<file path="src/rtl/wake_pkg.sv">
// ---------------------------------------------------------------------------
// wake_pkg
// Shared definitions for the wake-word recognizer and its command capture
// back end.
//   ASCII_W      width of one character on the shared ASCII stream
//   ASCII_CR/LF  common line terminators
//   cap_state_t  command capture FSM states
// ---------------------------------------------------------------------------
package wake_pkg;

  localparam int ASCII_W = 7;

  localparam logic [ASCII_W-1:0] ASCII_CR = 7'h0D;
  localparam logic [ASCII_W-1:0] ASCII_LF = 7'h0A;

  typedef enum logic [1:0] {
    IDLE    = 2'd0,
    CAPTURE = 2'd1,
    DRAIN   = 2'd2
  } cap_state_t;

endpackage

</file>
<file path="src/rtl/wake_cmd_capture_if.sv">
// ---------------------------------------------------------------------------
// wake_cmd_capture_if
// Bundles the ASCII stream inputs and the command output handshake of the
// wake_cmd_capture block.
//   ascii_in/ascii_vld/match  shared character stream plus recognizer match
//   cmd_char/cmd_valid/cmd_last/cmd_ready  command drain handshake
//   busy, err_ovf, err_tmo    status and error pulses
// Modports:
//   master  the environment: drives the stream and cmd_ready
//   slave   the capture block: drives the command and status outputs
// ---------------------------------------------------------------------------
interface wake_cmd_capture_if;
  import wake_pkg::*;

  logic [ASCII_W-1:0] ascii_in;
  logic               ascii_vld;
  logic               match;
  logic [ASCII_W-1:0] cmd_char;
  logic               cmd_valid;
  logic               cmd_last;
  logic               cmd_ready;
  logic               busy;
  logic               err_ovf;
  logic               err_tmo;

  modport master (
    output ascii_in, ascii_vld, match, cmd_ready,
    input  cmd_char, cmd_valid, cmd_last, busy, err_ovf, err_tmo
  );

  modport slave (
    input  ascii_in, ascii_vld, match, cmd_ready,
    output cmd_char, cmd_valid, cmd_last, busy, err_ovf, err_tmo
  );

endinterface

</file>
<file path="src/rtl/cmd_char_buf.sv">
// ---------------------------------------------------------------------------
// cmd_char_buf
// DEPTH x ASCII_W register file holding the captured command characters.
// One synchronous write port and one asynchronous read port. The storage has
// no reset: the capture FSM tracks how many entries are valid.
//   clk    clock, posedge
//   we     write enable
//   waddr  write address
//   wdata  character to store
//   raddr  read address
//   rdata  character at raddr (combinational)
// ---------------------------------------------------------------------------
module cmd_char_buf
  import wake_pkg::*;
#(
  parameter int DEPTH  = 16,
  parameter int ADDR_W = 4
) (
  input  logic               clk,
  input  logic               we,
  input  logic [ADDR_W-1:0]  waddr,
  input  logic [ASCII_W-1:0] wdata,
  input  logic [ADDR_W-1:0]  raddr,
  output logic [ASCII_W-1:0] rdata
);

  logic [ASCII_W-1:0] mem [DEPTH];

  always_ff @(posedge clk) begin
    if (we) begin
      mem[waddr] <= wdata;
    end
  end

  assign rdata = mem[raddr];

endmodule

</file>
<file path="src/rtl/wake_cmd_capture.sv">
// ---------------------------------------------------------------------------
// wake_cmd_capture
// Sits behind the "Alexa" wake-word recognizer on the same ASCII stream.
// Once the recognizer matches, the following characters are captured as a
// command until TERM arrives, then the command is drained one character per
// beat over a valid/ready handshake. Overlong commands and stalled captures
// are discarded with a one-cycle error pulse.
// Parameters:
//   MAX_LEN  max stored command characters (terminator excluded), >= 1
//   TERM     terminator character, never stored
//   TIMEOUT  idle cycles allowed in CAPTURE before aborting, >= 1
// Ports:
//   clk   clock, posedge
//   rst   synchronous active-high reset
//   bus   wake_cmd_capture_if.slave: stream in, command handshake and status out
// ---------------------------------------------------------------------------
module wake_cmd_capture
  import wake_pkg::*;
#(
  parameter int                 MAX_LEN = 16,
  parameter logic [ASCII_W-1:0] TERM    = ASCII_CR,
  parameter int                 TIMEOUT = 64
) (
  input logic              clk,
  input logic              rst,
  wake_cmd_capture_if.slave bus
);

  localparam int LEN_W  = $clog2(MAX_LEN + 1);
  localparam int TMO_W  = $clog2(TIMEOUT + 1);
  localparam int ADDR_W = (MAX_LEN > 1) ? $clog2(MAX_LEN) : 1;

  localparam logic [LEN_W-1:0] LEN_MAX  = LEN_W'(MAX_LEN);
  localparam logic [LEN_W-1:0] LEN_ONE  = LEN_W'(1);
  localparam logic [TMO_W-1:0] TMO_LAST = TMO_W'(TIMEOUT - 1);
  localparam logic [TMO_W-1:0] TMO_MAX  = TMO_W'(TIMEOUT);

  cap_state_t         state_q, state_d;
  logic [LEN_W-1:0]   len_q, len_d;
  logic [LEN_W-1:0]   rd_ptr_q, rd_ptr_d;
  logic [TMO_W-1:0]   tmo_cnt_q, tmo_cnt_d;
  logic               err_ovf_q, err_ovf_d;
  logic               err_tmo_q, err_tmo_d;

  logic               buf_we;
  logic [ADDR_W-1:0]  buf_waddr;
  logic [ASCII_W-1:0] buf_rdata;
  logic               at_last;
  logic               is_term;

  assign is_term = (bus.ascii_in == TERM);

  // Only meaningful in DRAIN, where len_q is at least 1.
  assign at_last = (rd_ptr_q == (len_q - LEN_ONE));

  cmd_char_buf #(
    .DEPTH  (MAX_LEN),
    .ADDR_W (ADDR_W)
  ) u_buf (
    .clk   (clk),
    .we    (buf_we),
    .waddr (buf_waddr),
    .wdata (bus.ascii_in),
    .raddr (rd_ptr_q[ADDR_W-1:0]),
    .rdata (buf_rdata)
  );

  // State and counter registers. Reset drops any command in flight without
  // raising an error pulse.
  always_ff @(posedge clk) begin
    if (rst) begin
      state_q   <= IDLE;
      len_q     <= '0;
      rd_ptr_q  <= '0;
      tmo_cnt_q <= '0;
      err_ovf_q <= 1'b0;
      err_tmo_q <= 1'b0;
    end else begin
      state_q   <= state_d;
      len_q     <= len_d;
      rd_ptr_q  <= rd_ptr_d;
      tmo_cnt_q <= tmo_cnt_d;
      err_ovf_q <= err_ovf_d;
      err_tmo_q <= err_tmo_d;
    end
  end

  // Next-state logic. The character that arrives together with match is the
  // first command character, whether we were idle or already capturing.
  always_comb begin
    state_d   = state_q;
    len_d     = len_q;
    rd_ptr_d  = rd_ptr_q;
    tmo_cnt_d = tmo_cnt_q;
    err_ovf_d = 1'b0;
    err_tmo_d = 1'b0;
    buf_we    = 1'b0;
    buf_waddr = '0;

    case (state_q)
      IDLE: begin
        len_d     = '0;
        rd_ptr_d  = '0;
        tmo_cnt_d = '0;
        // A wake followed directly by TERM is an empty command: stay idle.
        if (bus.match && bus.ascii_vld && !is_term) begin
          buf_we  = 1'b1;
          len_d   = LEN_ONE;
          state_d = CAPTURE;
        end
      end

      CAPTURE: begin
        if (bus.ascii_vld) begin
          tmo_cnt_d = '0;
          if (bus.match) begin
            // Re-wake: discard what was collected and restart the command.
            if (is_term) begin
              len_d = '0;
            end else begin
              buf_we = 1'b1;
              len_d  = LEN_ONE;
            end
          end else if (is_term) begin
            if (len_q == '0) begin
              state_d = IDLE;
            end else begin
              state_d  = DRAIN;
              rd_ptr_d = '0;
            end
          end else if (len_q < LEN_MAX) begin
            buf_we    = 1'b1;
            buf_waddr = len_q[ADDR_W-1:0];
            len_d     = len_q + LEN_ONE;
          end else begin
            err_ovf_d = 1'b1;
            state_d   = IDLE;
            len_d     = '0;
          end
        end else if (tmo_cnt_q == TMO_LAST) begin
          // This idle edge is the TIMEOUT-th one in a row.
          err_tmo_d = 1'b1;
          state_d   = IDLE;
          len_d     = '0;
          tmo_cnt_d = '0;
        end else if (tmo_cnt_q != TMO_MAX) begin
          tmo_cnt_d = tmo_cnt_q + TMO_W'(1);
        end
      end

      DRAIN: begin
        // cmd_valid is high throughout DRAIN, so cmd_ready alone marks a beat.
        if (bus.cmd_ready) begin
          if (at_last) begin
            state_d  = IDLE;
            len_d    = '0;
            rd_ptr_d = '0;
          end else begin
            rd_ptr_d = rd_ptr_q + LEN_ONE;
          end
        end
      end

      default: begin
        state_d = IDLE;
        len_d   = '0;
      end
    endcase
  end

  // Outputs decode only from registers, so they are all zero out of reset and
  // hold steady while the consumer stalls.
  always_comb begin
    bus.cmd_valid = (state_q == DRAIN);
    bus.cmd_last  = (state_q == DRAIN) && at_last;
    bus.cmd_char  = (state_q == DRAIN) ? buf_rdata : '0;
    bus.busy      = (state_q != IDLE);
    bus.err_ovf   = err_ovf_q;
    bus.err_tmo   = err_tmo_q;
  end

endmodule

</file>
<file path="src/flat_wrapper.sv">
// flat-port wrapper written by rule: the top's interface ports become plain ports
module wake_cmd_capture_flat import wake_pkg::*;
#(
  parameter int                 MAX_LEN = 16,
  parameter logic [ASCII_W-1:0] TERM    = ASCII_CR,
  parameter int                 TIMEOUT = 64
)
  (clk, rst, bus_ascii_in, bus_ascii_vld, bus_match, bus_cmd_ready, bus_cmd_char, bus_cmd_valid, bus_cmd_last, bus_busy, bus_err_ovf, bus_err_tmo);
  wake_cmd_capture_if bus_i ();
  input logic clk;
  input logic rst;
  input wire logic [$bits(bus_i.ascii_in)-1:0] bus_ascii_in;
  input wire logic [$bits(bus_i.ascii_vld)-1:0] bus_ascii_vld;
  input wire logic [$bits(bus_i.match)-1:0] bus_match;
  input wire logic [$bits(bus_i.cmd_ready)-1:0] bus_cmd_ready;
  output wire logic [$bits(bus_i.cmd_char)-1:0] bus_cmd_char;
  output wire logic [$bits(bus_i.cmd_valid)-1:0] bus_cmd_valid;
  output wire logic [$bits(bus_i.cmd_last)-1:0] bus_cmd_last;
  output wire logic [$bits(bus_i.busy)-1:0] bus_busy;
  output wire logic [$bits(bus_i.err_ovf)-1:0] bus_err_ovf;
  output wire logic [$bits(bus_i.err_tmo)-1:0] bus_err_tmo;
  assign bus_i.ascii_in = bus_ascii_in;
  assign bus_i.ascii_vld = bus_ascii_vld;
  assign bus_i.match = bus_match;
  assign bus_i.cmd_ready = bus_cmd_ready;
  assign bus_cmd_char = bus_i.cmd_char;
  assign bus_cmd_valid = bus_i.cmd_valid;
  assign bus_cmd_last = bus_i.cmd_last;
  assign bus_busy = bus_i.busy;
  assign bus_err_ovf = bus_i.err_ovf;
  assign bus_err_tmo = bus_i.err_tmo;
  wake_cmd_capture #(.MAX_LEN(MAX_LEN), .TERM(TERM), .TIMEOUT(TIMEOUT)) u_core (.clk(clk), .rst(rst), .bus(bus_i));
endmodule
</file>
<file path="config.mk">
export PLATFORM = sky130hd
export DESIGN_NAME = wake_cmd_capture_flat
export DESIGN_NICKNAME = d
export VERILOG_FILES = /design/src/rtl/wake_pkg.sv /design/src/rtl/wake_cmd_capture_if.sv /design/src/rtl/cmd_char_buf.sv /design/src/rtl/wake_cmd_capture.sv /design/src/flat_wrapper.sv
export SDC_FILE = /design/constraint.sdc
export NUM_CORES = 1
export LEC_CHECK = 0
export ABC_AREA = 1
export CAP_MARGIN = 25
export CORE_ASPECT_RATIO = 0.6
export CORE_UTILIZATION = 55
export CTS_BUF_LIST = sky130_fd_sc_hd__clkbuf_4 sky130_fd_sc_hd__clkbuf_8
export CTS_CLUSTER_SIZE = 20
export DETAILED_ROUTE_END_ITERATION = 8
export GPL_TIMING_DRIVEN = 0
export PLACE_DENSITY = 0.82
export SYNTH_ARGS = -nofsm -noshare
export SYNTH_HDL_FRONTEND = slang
export SYNTH_HIERARCHICAL = 1
export SYNTH_SLANG_ARGS = --single-unit
</file>
<file path="constraint.sdc">
create_clock -name clk -period 4.5 [get_ports clk]
set_input_delay 0.9 -clock clk [delete_from_list [all_inputs] [get_ports clk]]
set_output_delay 0.9 -clock clk [all_outputs]
set_load 0.1 [all_outputs]
</file>
==> results of run 1 <==
[layout make-up]
class                           instances  area share
Sequential cell                       133       0.523
Clock inverter                         14      0.0256
Inverter                              136      0.0706
Tap cell                              160      0.0277
Buffer                                 24      0.0199
Clock buffer                           18      0.0334
Timing Repair Buffer                   22      0.0304
Multi-Input combinational cell        428       0.269
[cell usage after synthesis]
library cell  number  area [um2]
nand2_2            2        12.5
inv_1            131         492
xor2_1             3        26.3
buf_4              6        45.0
inv_2              5        18.8
and3_1             1        6.26
nor3_1            14        70.1
nand4_1            8        50.1
nor3b_1            1        7.51
edfxtp_1         112        3360
xnor2_1            1        8.76
nand3b_1           2        15.0
o21ai_0            7        35.0
clkbuf_2           1        5.00
ha_1               5        62.6
nor3_2             1        10.0
nand3_1          105         526
nor2_2             4        25.0
clkbuf_1           3        11.3
o21ai_1            2        10.0
buf_2             12        60.1
o22ai_1            1        6.26
a211oi_1           2        15.0
a21oi_1           12        60.1
buf_6              2        22.5
nand3_2            1        10.0
nor2_1            45         169
or2_1              1        6.26
nand2_1          206         773
nand2_4            2        22.5
nor2_4             2        22.5
dfxtp_1           21         420
[power by group through the flow]
stage | logic [mW] | registers (mW) | clock network [mW]
finish | 0.863 | 1.39 | 1.06
global route | 0.925 | 1.39 | 1.13
CTS | 0.839 | 1.38 | 1.07
detailed placement | 0.832 | 1.41 | 0
global placement | 0.814 | 1.41 | 0
floorplan | 0.587 | 1.40 | 0
[registers in the layout, indices dropped and copies added (netlist names)]
register and cells:
u_core/state_q 2, u_core/rd_ptr_q 5, u_core/len_q 5, u_core/tmo_cnt_q 7, u_core/u_buf/mem 112, u_core/bus.err_tmo 1, u_core/bus.err_ovf 1
[cell families after synthesis]
logic type / count (synthesis) / synth area share
and+or+nand+nor: 395 / 0.270
buffers and inverters: 160 / 0.102
DFF: 133 / 0.592
AOI/OAI and AO/OA: 24 / 0.0198
adders and majority gates: 5 / 0.00979
xor gates and xnor gates: 4 / 0.00549
[worst max-delay path by stage]
stage	slack, ns	startpoint	endpoint
4_1_cts	0.29	u_core/rd_ptr_q[0]	bus_cmd_char[2]
5_1_grt	0.14	u_core/rd_ptr_q[0]	bus_cmd_char[2]
3_3_place_gp	0.40	bus_ascii_in[2]	u_core/u_buf/mem[10][4]
3_5_place_dp	0.23	bus_ascii_in[2]	u_core/u_buf/mem[10][5]
2_1_floorplan	1.10	u_core/len_q[0]	bus_cmd_last
6_report	0.22	u_core/rd_ptr_q[0]	bus_cmd_char[2]
[through the flow]
stage | power [mW] | std cells | hold slack [ns] | setup WS, ns
after floorplan | 1.99 | 721 | 0.446 | 1.10
after global placement | 2.22 | 903 | 0.465 | 0.405
final | 3.31 | 935 | 0.486 | 0.216
after CTS | 3.30 | 935 | 0.486 | 0.286
after detailed placement | 2.24 | 903 | 0.474 | 0.231
after global routing | 3.44 | 935 | 0.525 | 0.136
[metal layers]
layer / GRT usage / routed length, um / vias up
li1: - / - / 2394
met1: 0.451 / 7610 / 2397
met2: 0.406 / 6900 / 331
met3: 0.0756 / 2030 / 28
met4: 0.0958 / 274 / 0
met5: 0 / 0 / -
[worst reg2reg max path, cell delays in order (launching register included)]
cell and delay [ns]:
dfxtp_1 0.36, inv_1 0.09, nor2_2 0.11, inv_2 0.08, nor2_4 0.15, nand2_2 0.13
nor3_1 0.41, nand3b_1 0.25, nor2_1 0.67
==> qor.csv, run 1 <==
stage,metric,value,unit
timing,Final Max Tran Viols,0,
timing,Slew HR,0.346,
job,max-cap violations,0,
critical_path,max incr delay on CP,1.14,ns
route,Wirelength per Cell,18.0,um
clocking,"Reg clk slew, reported paths",0.07,ns
global_routing,first-pass GRT wire length,25.5,mm
floorplan,total die area,12100,um2
route,vias,5150,
timing,Final Hold Vio Count,0,
pwr,Max VDD drop,0.277,mV
layout,"most common cell after layout, fill and taps aside",nand2_1,
floorplan,# IOs,24,
yosys,Gate Count Post-Synth,721,
layout,area of the multi-input gates,1950,um2
floorplan,Core ar.,11300,um2
critical_path,Stages on worst setup path,11,
min_path,worst hold path type,reg2reg,
layout,"commonest non-fill, non-tap cells in the layout","206 x nand2_1, 131 x inv_1, 112 x edfxtp_1",
placement,hpwl dp,11.7,mm
clocking,Post-CTS Hold Buffers,0,
min_path,hold path endpoint,u_core/state_q[0],
timing,setup violators final,0,
timing,RSZ-0062 raised after global routing,false,
layout,layout cells sized above 1,0.0865,
clocking,CTS Buf Count,17,
global_routing,vias in the first global route,4654,
clocking,setup bufs post-CTS,0,
layout,Syn-to-layout area delta,13.3,%
critical_path,CP Buf/Inv Count,5,
critical_path,Crit. End Element,output port,
route,total wire length,16.8,mm
placement,Placer Congestion,0.945,
layout,Sequential Area,3780,um2
layout,Post-Route Utilization,0.640,
yosys,post-synthesis sequential area ratio,0.592,
pwr,switching pwr,1.11,mW
pwr,Net Sw Frac,0.336,
clocking,Clock Tree Root,clkbuf_8,
pwr,Combinational Power Share,0.261,
critical_path,crit start category,flip-flop,
clocking,Max H-tree Level,4,
clocking,worst skew pair latency,0.44,ns
layout,Final nets,779,
min_path,Hold Path Origin,u_core/state_q[0],
timing,Worst Tran Pin Value,0.978,ns
clocking,CTS tree,done,
route,drt pass-1 iters,5,
layout,filler instances,911,
critical_path,crit-path leading delay family,buffers and inverters,
layout,diode count,0,
min_path,WHS Path Cells,2,
global_routing,antenna violations before repair,0,
critical_path,r2r startpoint,u_core/state_q[0],
timing,Post-Route Skew,0.0118,ns
placement,PortBufs,22,
clocking,CTS resizes,0,
critical_path,Crit-path slowest cell,clkdlybuf4s50_1,
status,status,"complete, no violations",
placement,area after detailed placement,6810,um2
critical_path,CP most frequent cell,nand3_1,
critical_path,Worst EP arrival,3.38,ns
global_routing,largest net degree at the start of global routing,18,
clocking,maximum clock path buffer count,2,
timing,total negative slack,0,ns
global_routing,Total GRT Usage,0.295,
yosys,#FFs+latches synth,133,
yosys,Synth Area per Inst,8.86,um2
critical_path,critical-path cell list,inv_2 -> buf_6 -> buf_2 -> nand2_1 -> nand3_1 -> nand3_1 -> nand3_1 -> nand2_1 -> inv_1 -> nor2_1 -> clkdlybuf4s50_1,
route,DRT antenna net count,0,
route,DRC,0,
critical_path,Critical Path RT,3.60,ns
timing,period utilization,0.952,
yosys,distinct cell type count after synthesis,32,
route,post-DR vias/cell,5.51,
global_routing,grt total ovfl,0,
critical_path,CP max FO,10,
floorplan,Die Span Y,85.5,um
critical_path,flop2flop setup slack,1.88,ns
pwr,sequential share of power,0.418,
floorplan,Initial Utilization,0.565,
yosys,Ys Warns,6,
route,initial drt markers,911,
yosys,synthesized net count,738,
pwr,Clock power frac,0.321,
floorplan,Die Wd,141,um
clocking,# clock sinks,133,
timing,Fmax achieved,0.233,GHz
pwr,Internal,2.20,mW
yosys,post-synthesis cell area,6390,um2
timing,post-layout min period,4.28,ns
floorplan,# rows,30,
pwr,Leak,3.08,nW
layout,Final Instance Area,7230,um2
critical_path,reg2reg end,u_core/u_buf/mem[10][4],
pwr,total power per unit cell area,458,nW/um2
critical_path,reg2reg path depth,8,
critical_path,WS Path Type,reg2out,
No activity file was read; power rests on OpenSTA's default activity.
==> run 2, diff against run 1 <==
- CTS_CLUSTER_SIZE: 20 -> 10
==> results of run 2 <==
Same layout as run 1: the final DEF is identical, and so are final timing and power.
==> run 3, diff against run 2 <==
- CORE_UTILIZATION: 55 -> 68
- PLACE_DENSITY: 0.82 -> 0.95
==> run 3 against run 2 <==
  * Power shrank 3.4%
  * Highest routed layer unchanged
  * Clock-buffer cell count shrank 1
  * Clock skew shrank 0.0013 ns
  * Maximum frequency shrank 1.2%
  * Routed wire length grew 3.6%
  * Flip-flop and latch count is the same
  * Register-to-register slack gained 0.02 ns
  * Cell count shrank 3.4%
  * Largest power group unchanged
  * Die area shrank 19%
  * Combinational power grew 0.6%
  * Critical path depth is the same
  * Sequential share of layout area grew 0.68 points
==> qor.csv, run 3 (synthesis results as in run 1) <==
stage,metric,value,unit,change
global_routing,vias in the first global route,4882,,+4.9%
route,total wire length,17.4,mm,+3.6%
clocking,worst skew pair latency,0.45,ns,about the same
global_routing,largest net degree at the start of global routing,18,,unchanged
layout,Syn-to-layout area delta,11.8,%,
clocking,Clock Tree Root,clkbuf_8,,
critical_path,CP max FO,10,,unchanged
pwr,Leak,3.05,nW,-0.74%
layout,layout cells sized above 1,0.0903,,+0.00387
critical_path,crit start category,flip-flop,,
floorplan,Die Span Y,77.1,um,-9.8%
route,drt pass-1 iters,7,,+2
job,max-cap violations,0,,unchanged
floorplan,Core ar.,8820,um2,-22%
timing,RSZ-0062 raised after global routing,false,,
floorplan,Initial Utilization,0.725,,+0.159
timing,Worst Tran Pin Value,0.984,ns,+0.00578 ns
route,DRC,0,,unchanged
clocking,"Reg clk slew, reported paths",0.09,ns,+0.02 ns
placement,hpwl dp,11.8,mm,+0.95%
floorplan,Die Wd,127,um,-9.9%
global_routing,Total GRT Usage,0.377,,+0.0829
clocking,Post-CTS Hold Buffers,0,,unchanged
clocking,maximum clock path buffer count,2,,unchanged
layout,Largest register FFs,112,,unchanged
floorplan,total die area,9800,um2,-19%
placement,Placer Congestion,0.951,,+0.69%
layout,Largest regs,"u_core/u_buf/mem (112), u_core/tmo_cnt_q (7)",,
placement,PortBufs,22,,unchanged
pwr,total power per unit cell area,448,nW/um2,-2.2%
layout,Post-Route Utilization,0.810,,+0.170
critical_path,CP most frequent cell,nand3_1,,
timing,period utilization,0.963,,+0.0111
global_routing,first-pass GRT wire length,26.1,mm,+2.6%
pwr,Max VDD drop,0.272,mV,-1.9%
global_routing,met1 Resource Use GR,0.535,,+0.0849
timing,setup violators final,0,,unchanged
timing,Post-Route Skew,0.0105,ns,-0.00129 ns
global_routing,met2 Use GR,0.534,,+0.128
timing,post-layout min period,4.33,ns,+0.0500 ns
layout,Largest Register,u_core/u_buf/mem,,
global_routing,grt total ovfl,0,,unchanged
route,initial drt markers,886,,-2.7%
clocking,CTS resizes,0,,unchanged
critical_path,critical-path cell list,inv_2 -> buf_6 -> buf_2 -> nand2_1 -> nand3_1 -> nand3_1 -> nand3_1 -> nand2_1 -> inv_1 -> nor2_1 -> clkdlybuf4s50_1,,
layout,"most common cell after layout, fill and taps aside",nand2_1,,
floorplan,# rows,26,,-13%
timing,Slew HR,0.342,,-0.00386
route,Wirelength per Cell,19.3,um,+7.3%
critical_path,Worst EP arrival,3.43,ns,+0.05 ns
clocking,Max H-tree Level,4,,unchanged
critical_path,Crit-path slowest cell,clkdlybuf4s50_1,,
route,vias,5374,,+4.3%
timing,Fmax achieved,0.231,GHz,-1.2%
timing,Final Max Tran Viols,0,,unchanged
critical_path,Crit. End Element,output port,,
route,post-DR vias/cell,5.95,,+8.0%
global_routing,global route hottest layer,met1,,
timing,Final Hold Vio Count,0,,unchanged
global_routing,antenna violations before repair,0,,unchanged
route,DRT antenna net count,0,,unchanged
floorplan,# IOs,24,,unchanged
layout,Final nets,779,,unchanged
clocking,setup bufs post-CTS,0,,unchanged
critical_path,WS Path Type,reg2out,,
clocking,# clock sinks,133,,unchanged
critical_path,Critical Path RT,3.60,ns,about the same
clocking,CTS tree,done,,
global_routing,GRT met3 Usage,0.128,,+0.0521
critical_path,crit-path leading delay family,buffers and inverters,,
critical_path,max incr delay on CP,1.14,ns,about the same
min_path,worst hold path type,reg2reg,,
timing,total negative slack,0,ns,unchanged
critical_path,CP Buf/Inv Count,5,,unchanged
clocking,CTS Buf Count,17,,unchanged
layout,"commonest non-fill, non-tap cells in the layout","206 x nand2_1, 131 x inv_1, 112 x edfxtp_1",,
status,status,"complete, no violations",,
==> run 3: changes by cell type in the layout (fill, tap and decap cells not counted) <==
cell	previous run	this run
clkinv_2	1	0
diode_2	0	2
bufinv_16	4	0
inv_8	0	4
clkbuf_4	1	0
inv_6	0	5
clkinv_1	3	0
==> run 3: area by class of cell <==
type	count	area [um2]
timing repair buffer	22	220
sequential	133	3780
fill	546	1670
clock buffer	17	234
inverter	136	510
buffer	24	144
antenna	2	5.00
tap	126	158
clock inverter	15	138
multi-input combinational	428	1950
==> run 3: path summary, 6_finish.rpt <==
kind / to / cells after the start / slack [ns] / from
worst min register to register: u_core/tmo_cnt_q[6] / 2 / 0.50 / u_core/tmo_cnt_q[6]
worst max-delay path: bus_cmd_char[1] / 11 / 0.17 / u_core/rd_ptr_q[0]
worst max register to register: u_core/u_buf/mem[4][1] / 8 / 1.90 / u_core/state_q[0]
worst min-delay path: u_core/tmo_cnt_q[6] / 2 / 0.50 / u_core/tmo_cnt_q[6]
==> run 3: metrics by stage <==
step                      instance area, um2  hold slack (ns)  cells  worst slack [ns]  total power, mW
final                                   7140            0.500    903             0.166             3.20
after CTS                               7140            0.497    901             0.270             3.17
after global placement                  6770            0.462    869             0.381             2.21
after global routing                    7140            0.527    901            0.0651             3.30
after floorplan                         6390            0.446    721              1.10             1.99
after detailed placement                6770            0.485    869             0.349             2.24
==> run 3: layer usage <==
layer,part of all wire,vias up
li1,-,2401
met1,0.38,2463
met2,0.43,451
met3,0.17,59
met4,0.024,0
met5,0,-
==> run 3: tightest hold or removal path, delay by kind of cell, from the launching register on <==
family,cells,cell delay [ns]
buffers and inverters,1,0.04
DFF,1,0.34
and+or+nand+nor,1,0.09
==> run 3: power by group <==
part | total, mW | switching, mW | leakage (nW) | internal [mW]
combinational | 0.868 | 0.634 | 1.69 | 0.234
clock | 0.944 | 0.539 | 0.182 | 0.405
sequential | 1.39 | 0.0283 | 1.18 | 1.36
